### src/rtl/nes_pkg.sv
`default_nettype none
// ============================================================================
// Module   : nes_pkg
// Purpose  : Shared NES controller definitions: button bit positions used by
//            every paddle consumer, and the pad-reader poll state encoding.
// Revision : 1.0 - initial release
// ============================================================================
package nes_pkg;

  // Bit positions inside the active-high buttons byte (4021 shift-out order)
  localparam int unsigned BTN_A      = 0;
  localparam int unsigned BTN_B      = 1;
  localparam int unsigned BTN_SELECT = 2;
  localparam int unsigned BTN_START  = 3;
  localparam int unsigned BTN_UP     = 4;
  localparam int unsigned BTN_DOWN   = 5;
  localparam int unsigned BTN_LEFT   = 6;
  localparam int unsigned BTN_RIGHT  = 7;

  // Poll sequencer states
  typedef enum logic [2:0] {
    IDLE   = 3'd0,
    LATCH  = 3'd1,
    SAMPLE = 3'd2,
    PULSE  = 3'd3,
    DONE   = 3'd4
  } nes_state_e;

endpackage
`default_nettype wire

### src/rtl/nes_pad_reader_if.sv
`default_nettype none
// ============================================================================
// Module   : nes_pad_reader_if
// Purpose  : Bundle of frame strobe, controller wires and button snapshot.
//            master = the pad reader, slave = controller/consumer side.
// Revision : 1.0 - initial release
// ============================================================================
interface nes_pad_reader_if;
  logic       vSyncStart;
  logic       nesData;
  logic       nesLatch;
  logic       nesClock;
  logic [7:0] buttons;
  logic       buttonsValid;
  logic       busy;

  modport master (
    input  vSyncStart, nesData,
    output nesLatch, nesClock, buttons, buttonsValid, busy
  );

  modport slave (
    output vSyncStart, nesData,
    input  nesLatch, nesClock, buttons, buttonsValid, busy
  );
endinterface
`default_nettype wire

### src/rtl/nes_tick_gen.sv
`default_nettype none
// ============================================================================
// Module   : nes_tick_gen
// Purpose  : Enable-gated modulo-TICK_DIV counter that flags the last cycle of
//            each protocol tick; synchronous clear restarts the tick.
// Revision : 1.0 - initial release
// ============================================================================
module nes_tick_gen #(
  parameter int TICK_DIV = 150
) (
  input  wire logic clk,
  input  wire logic rst,
  input  wire logic en,
  input  wire logic clr,
  output logic      tickEnd
);

  logic [9:0] cnt_q;
  logic [9:0] cnt_d;

  // Terminal count of the current tick
  always_comb tickEnd = (cnt_q == 10'(TICK_DIV - 1));

  // Next count: clear wins, otherwise advance while enabled and wrap at terminal
  always_comb begin
    cnt_d = cnt_q;
    if (clr) begin
      cnt_d = 10'd0;
    end else if (en) begin
      cnt_d = tickEnd ? 10'd0 : cnt_q + 10'd1;
    end
  end

  // Count register
  always_ff @(posedge clk) begin
    if (rst) cnt_q <= 10'd0;
    else     cnt_q <= cnt_d;
  end

endmodule
`default_nettype wire

### src/rtl/nes_pad_reader.sv
`default_nettype none
// ============================================================================
// Module   : nes_pad_reader
// Purpose  : Once-per-frame serial poll of a 4021-based NES controller; the
//            eight button bits are published as one atomic active-high byte.
// Revision : 1.0 - initial release
// ============================================================================
module nes_pad_reader
  import nes_pkg::*;
#(
  parameter int TICK_DIV    = 150,
  parameter int LATCH_TICKS = 2
) (
  input wire logic         pixelClock,
  input wire logic         reset,
  nes_pad_reader_if.master bus
);

  nes_state_e state_q, state_d;
  logic [2:0] idx_q, idx_d;
  logic [2:0] lcnt_q, lcnt_d;
  logic [7:0] shift_q, shift_d;
  logic [7:0] buttons_q, buttons_d;
  logic       sync1_q, sync1_d;
  logic       sync2_q, sync2_d;
  logic       busy_q, busy_d;
  logic       latch_q, latch_d;
  logic       nclk_q, nclk_d;
  logic       valid_q, valid_d;
  logic       tick_clr;
  logic       tick_en;
  logic       tick_end;

  // Tick runs only in the timed states; restarted on each poll start
  always_comb tick_en = (state_q == LATCH) || (state_q == SAMPLE) || (state_q == PULSE);

  nes_tick_gen #(.TICK_DIV(TICK_DIV)) u_tick (
    .clk     (pixelClock),
    .rst     (reset),
    .en      (tick_en),
    .clr     (tick_clr),
    .tickEnd (tick_end)
  );

  // Poll sequencing; outputs are decoded from the next state so they register with it
  always_comb begin
    state_d   = state_q;
    idx_d     = idx_q;
    lcnt_d    = lcnt_q;
    shift_d   = shift_q;
    buttons_d = buttons_q;
    tick_clr  = 1'b0;
    sync1_d   = bus.nesData;
    sync2_d   = sync1_q;

    case (state_q)
      IDLE: begin
        if (bus.vSyncStart) begin
          state_d  = LATCH;
          tick_clr = 1'b1;
          idx_d    = 3'd0;
          lcnt_d   = 3'd0;
          shift_d  = 8'h00;
        end
      end
      LATCH: begin
        if (tick_end) begin
          if (lcnt_q == 3'(LATCH_TICKS - 1)) begin
            state_d = SAMPLE;
            idx_d   = 3'd0;
          end else begin
            lcnt_d = lcnt_q + 3'd1;
          end
        end
      end
      SAMPLE: begin
        // Sample at tick end: the data line has settled through the synchronizer
        if (tick_end) begin
          shift_d[idx_q] = ~sync2_q;
          state_d        = PULSE;
        end
      end
      PULSE: begin
        if (tick_end) begin
          if (idx_q == 3'(BTN_RIGHT)) begin
            state_d = DONE;
          end else begin
            idx_d   = idx_q + 3'd1;
            state_d = SAMPLE;
          end
        end
      end
      DONE: begin
        buttons_d = shift_q;
        state_d   = IDLE;
      end
      default: state_d = IDLE;
    endcase

    busy_d  = (state_d != IDLE);
    latch_d = (state_d == LATCH);
    nclk_d  = (state_d != PULSE);
    valid_d = (state_q == DONE);
  end

  // State and output registers
  always_ff @(posedge pixelClock) begin
    if (reset) begin
      state_q   <= IDLE;
      idx_q     <= 3'd0;
      lcnt_q    <= 3'd0;
      shift_q   <= 8'h00;
      buttons_q <= 8'h00;
      sync1_q   <= 1'b1;
      sync2_q   <= 1'b1;
      busy_q    <= 1'b0;
      latch_q   <= 1'b0;
      nclk_q    <= 1'b1;
      valid_q   <= 1'b0;
    end else begin
      state_q   <= state_d;
      idx_q     <= idx_d;
      lcnt_q    <= lcnt_d;
      shift_q   <= shift_d;
      buttons_q <= buttons_d;
      sync1_q   <= sync1_d;
      sync2_q   <= sync2_d;
      busy_q    <= busy_d;
      latch_q   <= latch_d;
      nclk_q    <= nclk_d;
      valid_q   <= valid_d;
    end
  end

  assign bus.buttons      = buttons_q;
  assign bus.buttonsValid = valid_q;
  assign bus.busy         = busy_q;
  assign bus.nesLatch     = latch_q;
  assign bus.nesClock     = nclk_q;

endmodule
`default_nettype wire

### src/flat_wrapper.sv
// flat-port wrapper written by rule: the top's interface ports become plain ports
module nes_pad_reader_flat import nes_pkg::*;
#(
  parameter int TICK_DIV    = 150,
  parameter int LATCH_TICKS = 2
)
  (pixelClock, reset, bus_vSyncStart, bus_nesData, bus_nesLatch, bus_nesClock, bus_buttons, bus_buttonsValid, bus_busy);
  nes_pad_reader_if bus_i ();
  input wire logic pixelClock;
  input wire logic reset;
  input wire logic [$bits(bus_i.vSyncStart)-1:0] bus_vSyncStart;
  input wire logic [$bits(bus_i.nesData)-1:0] bus_nesData;
  output wire logic [$bits(bus_i.nesLatch)-1:0] bus_nesLatch;
  output wire logic [$bits(bus_i.nesClock)-1:0] bus_nesClock;
  output wire logic [$bits(bus_i.buttons)-1:0] bus_buttons;
  output wire logic [$bits(bus_i.buttonsValid)-1:0] bus_buttonsValid;
  output wire logic [$bits(bus_i.busy)-1:0] bus_busy;
  assign bus_i.vSyncStart = bus_vSyncStart;
  assign bus_i.nesData = bus_nesData;
  assign bus_nesLatch = bus_i.nesLatch;
  assign bus_nesClock = bus_i.nesClock;
  assign bus_buttons = bus_i.buttons;
  assign bus_buttonsValid = bus_i.buttonsValid;
  assign bus_busy = bus_i.busy;
  nes_pad_reader #(.TICK_DIV(TICK_DIV), .LATCH_TICKS(LATCH_TICKS)) u_core (.pixelClock(pixelClock), .reset(reset), .bus(bus_i));
endmodule
### config.mk
export PLATFORM = sky130hd
export DESIGN_NAME = nes_pad_reader_flat
export DESIGN_NICKNAME = d
export VERILOG_FILES = /design/src/rtl/nes_pkg.sv /design/src/rtl/nes_pad_reader_if.sv /design/src/rtl/nes_tick_gen.sv /design/src/rtl/nes_pad_reader.sv /design/src/flat_wrapper.sv
export SDC_FILE = /design/constraint.sdc
export NUM_CORES = 1
export LEC_CHECK = 0
export ABC_AREA = 0
export ABC_CLOCK_PERIOD_IN_PS = 2050
export CAP_MARGIN = 20
export CELL_PAD_IN_SITES_DETAIL_PLACEMENT = 1
export CELL_PAD_IN_SITES_GLOBAL_PLACEMENT = 1
export CORE_ASPECT_RATIO = 1.5
export CORE_MARGIN = 8
export CORE_UTILIZATION = 43
export CTS_BUF_LIST = sky130_fd_sc_hd__clkbuf_4 sky130_fd_sc_hd__clkbuf_8 sky130_fd_sc_hd__clkbuf_16
export CTS_CLUSTER_SIZE = 16
export DETAILED_ROUTE_END_ITERATION = 16
export PLACE_DENSITY_LB_ADDON = 0.25
export SLEW_MARGIN = 25
export SYNTH_ARGS = -nofsm -noshare
export SYNTH_HDL_FRONTEND = slang
export SYNTH_SLANG_ARGS = --single-unit
### constraint.sdc
create_clock -name pixelClock -period 2.05 [get_ports pixelClock]
set_input_delay 0.41 -clock pixelClock [delete_from_list [all_inputs] [get_ports pixelClock]]
set_output_delay 0.41 -clock pixelClock [all_outputs]
set_load 0.1 [all_outputs]
* After elaboration in Yosys (flattened, before gate mapping)
Index checks and enable logic that the tools add are counted.
** Cells by class
- $add $sub $neg :: 3
- Magnitude comparators :: 2
- Eq/ne operators :: 16
- Mux-type cells :: 25
- Bitwise logic cells :: 1
- Reductions and logical operators :: 12
** Operators with widths (count)
- two-way mux 3 bit :: 13
- two-way mux 8 bit :: 2
- one-hot mux 8 bit (2 select lines) :: 1
- != test 2 bit (second input constant) :: 7
- one-hot mux 3 bit (4 select lines) :: 1
- adder 10 x 1 -> 10 bit (second input constant) :: 1
- == test 10 x 8 -> 1 bit (second input constant) :: 1
- two-way mux 10 bit :: 1
- == test 3 x 1 -> 1 bit (second input constant) :: 3
- one-hot mux 3 bit (3 select lines) :: 1
- bitwise mux 8 bit :: 1
- adder 3 x 1 -> 3 bit (second input constant) :: 2
- == test 3 x 2 -> 1 bit (second input constant) :: 2
- == test 3 bit (second input constant) :: 2
- one-hot mux 3 bit (2 select lines) :: 1
- AND reduction 6 bit :: 1
- nonzero test 3 bit :: 2
- < comparator 3 x 4 -> 1 bit (second input constant) :: 1
- AND reduction 4 bit :: 1
- nonzero test 2 bit :: 2
- demux 1 bit (select 3 bit) :: 1
- >= comparator 3 x 1 -> 1 bit (second input constant) :: 1
- zero test 3 bit :: 1
- two-way mux 1 bit :: 3
- other kinds (6) :: 7
** Word-level totals
- Flip-flop bits (word level) :: 41
- Input port bits :: 4
- Output and inout port bits :: 12
- Word-level logic and storage cells :: 71

* Depth between registers and ports, before layout
Gate-level depths: netlist (run 1).
- Depth in word-level cells :: 7
- Mapped depth :: 7
- Depth with buffers taken out :: 6

* Modules after synthesis
Synthesis (run 1) repeated with hierarchy kept, for this count alone.
** Unflattened totals
- Cell total of the unflattened synthesis :: 214
- Area, all modules :: 1945.6 µm²
** Modules (own cells, without submodules)
- nes_pad_reader :: times used 1, cells an instance 160, area an instance 1442.6 µm², sequential area each 620.6 µm²
- nes_tick_gen :: times used 1, cells an instance 54, area an instance 503.0 µm², sequential area each 200.2 µm²

* Worst setup path before layout (run 1)
OpenSTA, ideal clock, no wires.
- Path type :: reg-to-reg
- Start :: reg u_core.u_tick.cnt_q[0]
- End :: reg u_core.shift_q[4]
- Arrival time :: 1.509 ns
- Data required time :: 1.920 ns
- Slack :: 0.410 ns
- Cell stages (with the launch flop) :: 7
- Buffers on the path :: 1
- Cells stage by stage :: dfxtp_1 > ha_1 > nor4bb_4 > nand3_2 > buf_2 > nor4_1 > o22ai_1
** On the way
- Word-level cells in the longest chain between the ends :: 3
** Ends and longest elaborated chain
- start: declaration :: RTL line nes_tick_gen.sv:18 : logic [9:0] cnt_q;
- start signal: assignment :: RTL line nes_tick_gen.sv:37 : else cnt_q <= cnt_d;
- == test 10 x 8 -> 1 bit :: RTL line nes_tick_gen.sv:22 : always_comb tickEnd = (cnt_q == 10'(TICK_DIV - 1));
- != test 2 bit (no source line)
- AND reduction 3 bit (no source line)
- end signal: assignment :: RTL line nes_pad_reader.sv:124 : shift_q <= shift_d;
- end: declaration :: RTL line nes_pad_reader.sv:22 : logic [7:0] shift_q, shift_d;
No other way between the ends.
A chain may end at the register's enable or synchronous reset.

* Worst setup path in the final report (run 1)
Ends and elaborated chain as after synthesis.

==> summary.txt, run 1 <==
Hold Crit Class: reg2reg
Syn Area/Cell: 8.80 sq um
run status: finished clean
DRT iter0 DRCs: 82
post-detail-place hpwl: 3.59 mm
Final setup viols: 0
Final Cycle Share: 0.891
unrepaired setup endpoints after global routing: no
# Post-CTS Setup Buffers: 0
clock skew: 0.00836 ns
Placer Congestion: 0.805
CTS Buffer Depth: 2
Fin. Hold Viols: 0
critical path class: reg2reg
post_cts resized: 0
pin count of the biggest net entering global routing: 16
Hold-fix buffers, CTS: 0
GRT overflow: 0
drt total wl: 4.74 mm
leakage: 0.000844 uW
Req. time, crit path: 2.22 ns
synth-to-layout area growth: 17.6%
layout cells sized above 1: 0.180
main flop type after synthesis: dfxtp_1
Critical Path, Cell by Cell: ha_1 -> nor4bb_4 -> nand3_2 -> nor4_1 -> o22ai_1
Max-Cap Viols: 0
vias in the first global route: 1716
Synth cell types: 52
Worst Setup End Kind: register
io pins: 16
Crit path buffers/inverters: 0
Worst-path clk slew: 0.08 ns
Mapped Nets: 232
Critical-path top delay cell: dfxtp_1
Post-synth EDFFs: 0
PwrDens: 709 nW/um^2
cell family with most CP delay: simple AND/OR/NAND/NOR gates
max_slew headroom: 0.656
clock sinks: 41
routed vias/inst: 5.57
Non-Filler Instances: 293
Die Area: 7000 sq um
Inst Count DP: 285
setup TNS: 0 ns
FP Rows: 30
number of fillers in the final layout: 543
worst slew pin tran: 0.513 ns
first-pass GRT wire length: 8.13 mm
DIE WIDTH: 71.0 microns
remaining antenna violation count: 0
final routed DRC violation total: 0
busiest layer in global routing: met2
Pre-antenna DRT Iters: 4
CTS tree: yes
startpoint types: register
M2 GR Usage: 0.277
worst IR drop on VDD: 0.417 mV
#FFs+latches synth: 41
Syn. warnings: 0
H-tree depth: 2
sequential area share after synthesis: 0.420
Setup WS pre-CTS: 0.152 ns
# diodes: 0
nets@finish: 254
pins over their slew limit: 0
routing usage on met1: 0.142
Async S/R FF share, synth: 0
final worst path period need: 1.83 ns
IO Port Bufs: 15
Critical Path Fanout Max: 11
fin worst setup slack: 0.224 ns
Initial Util: 0.438
core area: 4470 sq um
initial antenna violation count: 0
Clk Latency, worst-skew pair: 0.30 ns
CTS buffer count: 5
Post-Syn Area: 1950 sq um
Crit path arrival time: 2.00 ns
die height: 98.6 microns
Fmax achieved: 0.548 GHz
Via Count: 1633
CTS root buf: clkbuf_8
Gate Count Post-Synth: 222
Largest stage delay, worst path: 0.40 ns
global router's overall resource usage: 0.145
wire per inst: 16.2 microns
GR Layer Usage met3: 0.0325
==> worst paths after layout <==
check	from	to	slack [ns]	depth (start not counted)
setup reg to reg	u_core.u_tick.cnt_q[0]	u_core.shift_q[4]	0.22	5
setup / recovery	u_core.u_tick.cnt_q[0]	u_core.shift_q[4]	0.22	5
hold / removal	u_core.sync1_q	u_core.sync2_q	0.42	1
hold reg to reg	u_core.sync1_q	u_core.sync2_q	0.42	1
==> synth_stat cells, drive strengths merged, types with 2 or more instances <==
library cell | instances | area, sq um
a211oi | 2 | 15.0
a21oi | 10 | 50.1
a31oi | 3 | 18.8
a41oi | 2 | 17.5
and2 | 2 | 12.5
and3 | 3 | 18.8
buf | 9 | 47.6
clkbuf | 3 | 11.3
dfxtp | 41 | 821
ha | 6 | 75.1
inv | 7 | 26.3
mux2i | 3 | 30.0
nand2 | 33 | 124
nand2b | 8 | 50.1
nand3 | 5 | 30.0
nand4 | 7 | 50.1
nor2 | 18 | 70.1
nor2b | 2 | 12.5
nor3 | 4 | 25.0
nor3b | 2 | 15.0
nor4 | 10 | 62.6
nor4b | 2 | 32.5
o21ai | 2 | 13.8
o22ai | 9 | 62.6
or2 | 4 | 25.0
or3 | 3 | 18.8
xnor2 | 4 | 35.0
xor2 | 4 | 35.0
==> per-layer routing <==
metal | vias to the layer above | wire length, microns
met5 | - | 0
met4 | 0 | 85
met3 | 6 | 132
met2 | 18 | 2590
met1 | 778 | 1920
li1 | 831 | -
==> flip-flops by register name (all words and copies together) (netlist names), 3 cells and up <==
name                 cells
u_core.u_tick.cnt_q     10
u_core.bus.buttons       8
u_core.lcnt_q            3
u_core.state_q           3
u_core.shift_q           8
u_core.idx_q             3
==> layout by cell type, fill, tap and decap left out, drive strengths merged, types with 3 or more instances in the layout <==
cell / n
nand4: 7
ha: 6
clkbuf: 7
or2: 4
mux2i: 3
nor4: 10
inv: 7
clkdlybuf4s50: 3
a31oi: 3
dfxtp: 41
nand2b: 8
or3: 3
buf: 24
o22ai: 9
xnor2: 4
and3: 3
nand2: 33
nor3: 4
nor2: 18
a21oi: 10
nand3: 5
xor2: 4
==> stage by stage <==
| step | util | total power (uW) | hold WS (ns) | area, sq um |
|---|---|---|---|---|
| CTS | 0.515 | 1650 | 0.421 | 2300 |
| global route | 0.515 | 1700 | 0.465 | 2300 |
| finish | 0.515 | 1630 | 0.417 | 2300 |
| floorplan | - | 917 | 0.383 | 1950 |
| detailed placement | 0.488 | 963 | 0.404 | 2180 |
| global placement | 0.488 | 960 | 0.389 | 2180 |
==> layout make-up <==
cell class                 instances  area (sq um)  area share
clock inverter                     1          30.0      0.0131
multi-input combinational        161          1040       0.455
sequential                        41           821       0.357
clock buffer                       7          90.1      0.0392
inverter                           8          30.0      0.0131
timing repair buffer              27           223      0.0969
tap                               48          60.1      0.0261
==> power breakdown <==
group | total (uW) | leakage [uW] | switching [uW] | internal, uW
registers | 816 | 0.000332 | 11.2 | 805
clock network | 688 | 0.0000619 | 278 | 410
logic | 126 | 0.000450 | 76.7 | 49.2
==> logic make-up (layout without fill, tap and decap cells) <==
kind of cell,Yosys count,in the layout,synth area share
flops,41,41,0.420
compound gates,38,38,0.143
xor+xnor,8,8,0.0358
fa+ha+maj,6,6,0.0384
buf+inv,20,43,0.0455
simple gates,106,106,0.302
mux,3,3,0.0154
Note: power is estimated with default switching activity, not from simulation.
==> run 2: changes to the inputs <==
--- a/config.mk
+++ b/config.mk
@@ -17,7 +17,6 @@
 export CTS_CLUSTER_SIZE = 16
 export DETAILED_ROUTE_END_ITERATION = 16
 export PLACE_DENSITY_LB_ADDON = 0.25
-export SLEW_MARGIN = 25
 export SYNTH_ARGS = -nofsm -noshare
 export SYNTH_HDL_FRONTEND = slang
 export SYNTH_SLANG_ARGS = --single-unit
==> results of run 2 <==
Final layout, timing and power as in run 1 (identical DEF).
==> run 3: changes to the inputs <==
--- a/config.mk
+++ b/config.mk
@@ -6,7 +6,7 @@
 export NUM_CORES = 1
 export LEC_CHECK = 0
 export ABC_AREA = 0
-export ABC_CLOCK_PERIOD_IN_PS = 2050
+export ABC_CLOCK_PERIOD_IN_PS = 2000
 export CAP_MARGIN = 20
 export CELL_PAD_IN_SITES_DETAIL_PLACEMENT = 1
 export CELL_PAD_IN_SITES_GLOBAL_PLACEMENT = 1
==> constraint.sdc (replaced) <==
create_clock -name pixelClock -period 2 [get_ports pixelClock]
set_input_delay 0.4 -clock pixelClock [delete_from_list [all_inputs] [get_ports pixelClock]]
set_output_delay 0.4 -clock pixelClock [all_outputs]
set_load 0.02 [all_outputs]
==> run 3 against run 2 <==
  * Combinational power shrank 12%
  * Wire length is 4.9% lower
  * Largest power group unchanged
  * Final cell count fell by 0.34%
  * Critical path type unchanged
==> summary.txt, run 3 (synthesis gave the netlist of run 1 again) <==
worst IR drop on VDD: 0.373 mV
PwrDens: 665 nW/um^2
Reg-to-Reg Start: u_core.u_tick.cnt_q[1]
final routed DRC violation total: 0
Worst Hold Endpoint: u_core.sync2_q
FP Rows: 30
pin count of the biggest net entering global routing: 14
routed vias/inst: 5.65
core area: 4470 sq um
Max-Cap Viols: 0
HP Start: u_core.sync1_q
Clk Latency, worst-skew pair: 0.29 ns
Worst-path clk slew: 0.08 ns
critical path class: reg2reg
Comb power frac: 0.073
global router's overall resource usage: 0.139
Sw Share: 0.225
clock skew: 0.00487 ns
wire per inst: 15.4 microns
clock sinks: 41
setup TNS: 0 ns
max_slew headroom: 0.625
nets@finish: 253
cells on worst reg2reg path: 7
first-pass GRT wire length: 7.91 mm
vias in the first global route: 1673
remaining antenna violation count: 0
commonest cells after routing, fill and taps aside: dfxtp_1 (41), nand2_1 (33), nor2_1 (17)
Final setup viols: 0
CTS root buf: clkbuf_8
worst hold path depth: 1
Fmax achieved: 0.555 GHz
run status: finished clean
leakage: 0.000805 uW
Clk pwr share: 0.382
final worst path period need: 1.80 ns
DIE WIDTH: 71.0 microns
Fin. Hold Viols: 0
DRT iter0 DRCs: 80
initial antenna violation count: 0
Final Cycle Share: 0.901
H-tree depth: 2
die height: 98.6 microns
Die Area: 7000 sq um
Worst Setup End Kind: register
# diodes: 0
P_int: 1190 uW
total power: 1530 uW
Hold Crit Class: reg2reg
CTS tree: yes
unrepaired setup endpoints after global routing: no
Biggest register: u_core.u_tick.cnt_q
Placer Congestion: 0.831
io pins: 16
Crit path arrival time: 2.01 ns
IO Port Bufs: 15
GRT overflow: 0
worst slew pin tran: 0.560 ns
most common cell after layout, fill and taps aside: dfxtp_1
Critical Path Fanout Max: 5
post-detail-place hpwl: 3.54 mm
synth-to-layout area growth: 17.9%
max FFs per register: 10
layout cells sized above 1: 0.131
Initial Util: 0.438
drt total wl: 4.51 mm
Sw Pwr: 345 uW
internal reg-to-reg setup slack: 0.20 ns
pins over their slew limit: 0
Req. time, crit path: 2.21 ns
Worst R2R End: u_core.lcnt_q[0]
Hold-fix buffers, CTS: 0
Via Count: 1650
Pre-antenna DRT Iters: 4
# Post-CTS Setup Buffers: 0
startpoint types: register
Flop pwr share: 0.545
CTS Buffer Depth: 2
CTS buffer count: 5
## run 3: power groups by stage
| stage | Combinational, uW | Clock, uW | Sequential (uW) |
|---|---|---|---|
| 3_3_place_gp | 111 | 0 | 853 |
| 6_report | 111 | 585 | 834 |
| 5_1_grt | 123 | 638 | 836 |
| 4_1_cts | 114 | 615 | 834 |
| 2_1_floorplan | 69.3 | 0 | 853 |
| 3_5_place_dp | 113 | 0 | 853 |
## run 3: critical path, stage by stage, from the launching register on
cell,delay (ns)
dfxtp_1,0.33
inv_1,0.07
ha_1,0.13
nor4bb_4,0.38
and3_1,0.32
buf_4,0.16
a31oi_1,0.09
a311oi_2,0.24
## run 3: area by class of cell
type / count / area, sq um
inverters: 8 / 30.0
fillers: 537 / 2160
repair buffers: 26 / 233
well taps: 48 / 60.1
clock inverters: 1 / 5.00
flip-flops and latches: 41 / 821
multi-input cells: 161 / 1060
clock buffers: 7 / 96.3
## run 3: metrics by stage
step | util | instance area (sq um) | worst slack [ns] | cells | hold slack, ns
after floorplan | - | 1950 | 0.360 | 222 | 0.383
after global placement | 0.490 | 2190 | 0.128 | 284 | 0.393
after detailed placement | 0.490 | 2190 | 0.0430 | 284 | 0.401
after CTS | 0.513 | 2290 | 0.0250 | 292 | 0.423
after global routing | 0.516 | 2300 | 0.0464 | 292 | 0.464
final | 0.516 | 2300 | 0.198 | 292 | 0.427
## run 3: worst max path at each step
stage,to,slack (ns),start,cells past startpoint
floorplan,u_core.shift_q[4],0.36,u_core.u_tick.cnt_q[0],6
global placement,u_core.shift_q[4],0.13,u_core.u_tick.cnt_q[1],6
detailed placement,u_core.shift_q[5],0.04,u_core.u_tick.cnt_q[1],6
CTS,u_core.shift_q[5],0.03,u_core.u_tick.cnt_q[1],6
global route,u_core.shift_q[7],0.05,u_core.u_tick.cnt_q[1],7
finish,u_core.lcnt_q[0],0.20,u_core.u_tick.cnt_q[1],7
## run 3: routing by layer
layer | share of wire | global-route usage | wire length [microns] | vias up
li1 | - | - | - | 827
met5 | 0 | 0 | 0 | -
met4 | 0.015 | 0.0564 | 69 | 0
met2 | 0.57 | 0.272 | 2560 | 15
met1 | 0.39 | 0.134 | 1770 | 802
met3 | 0.022 | 0.0305 | 99 | 6
## run 3: repair_timing
action,CTS,global route
endpoints found under the setup margin,0,7
endpoints found under the hold margin,0,0
resized for setup,0,2
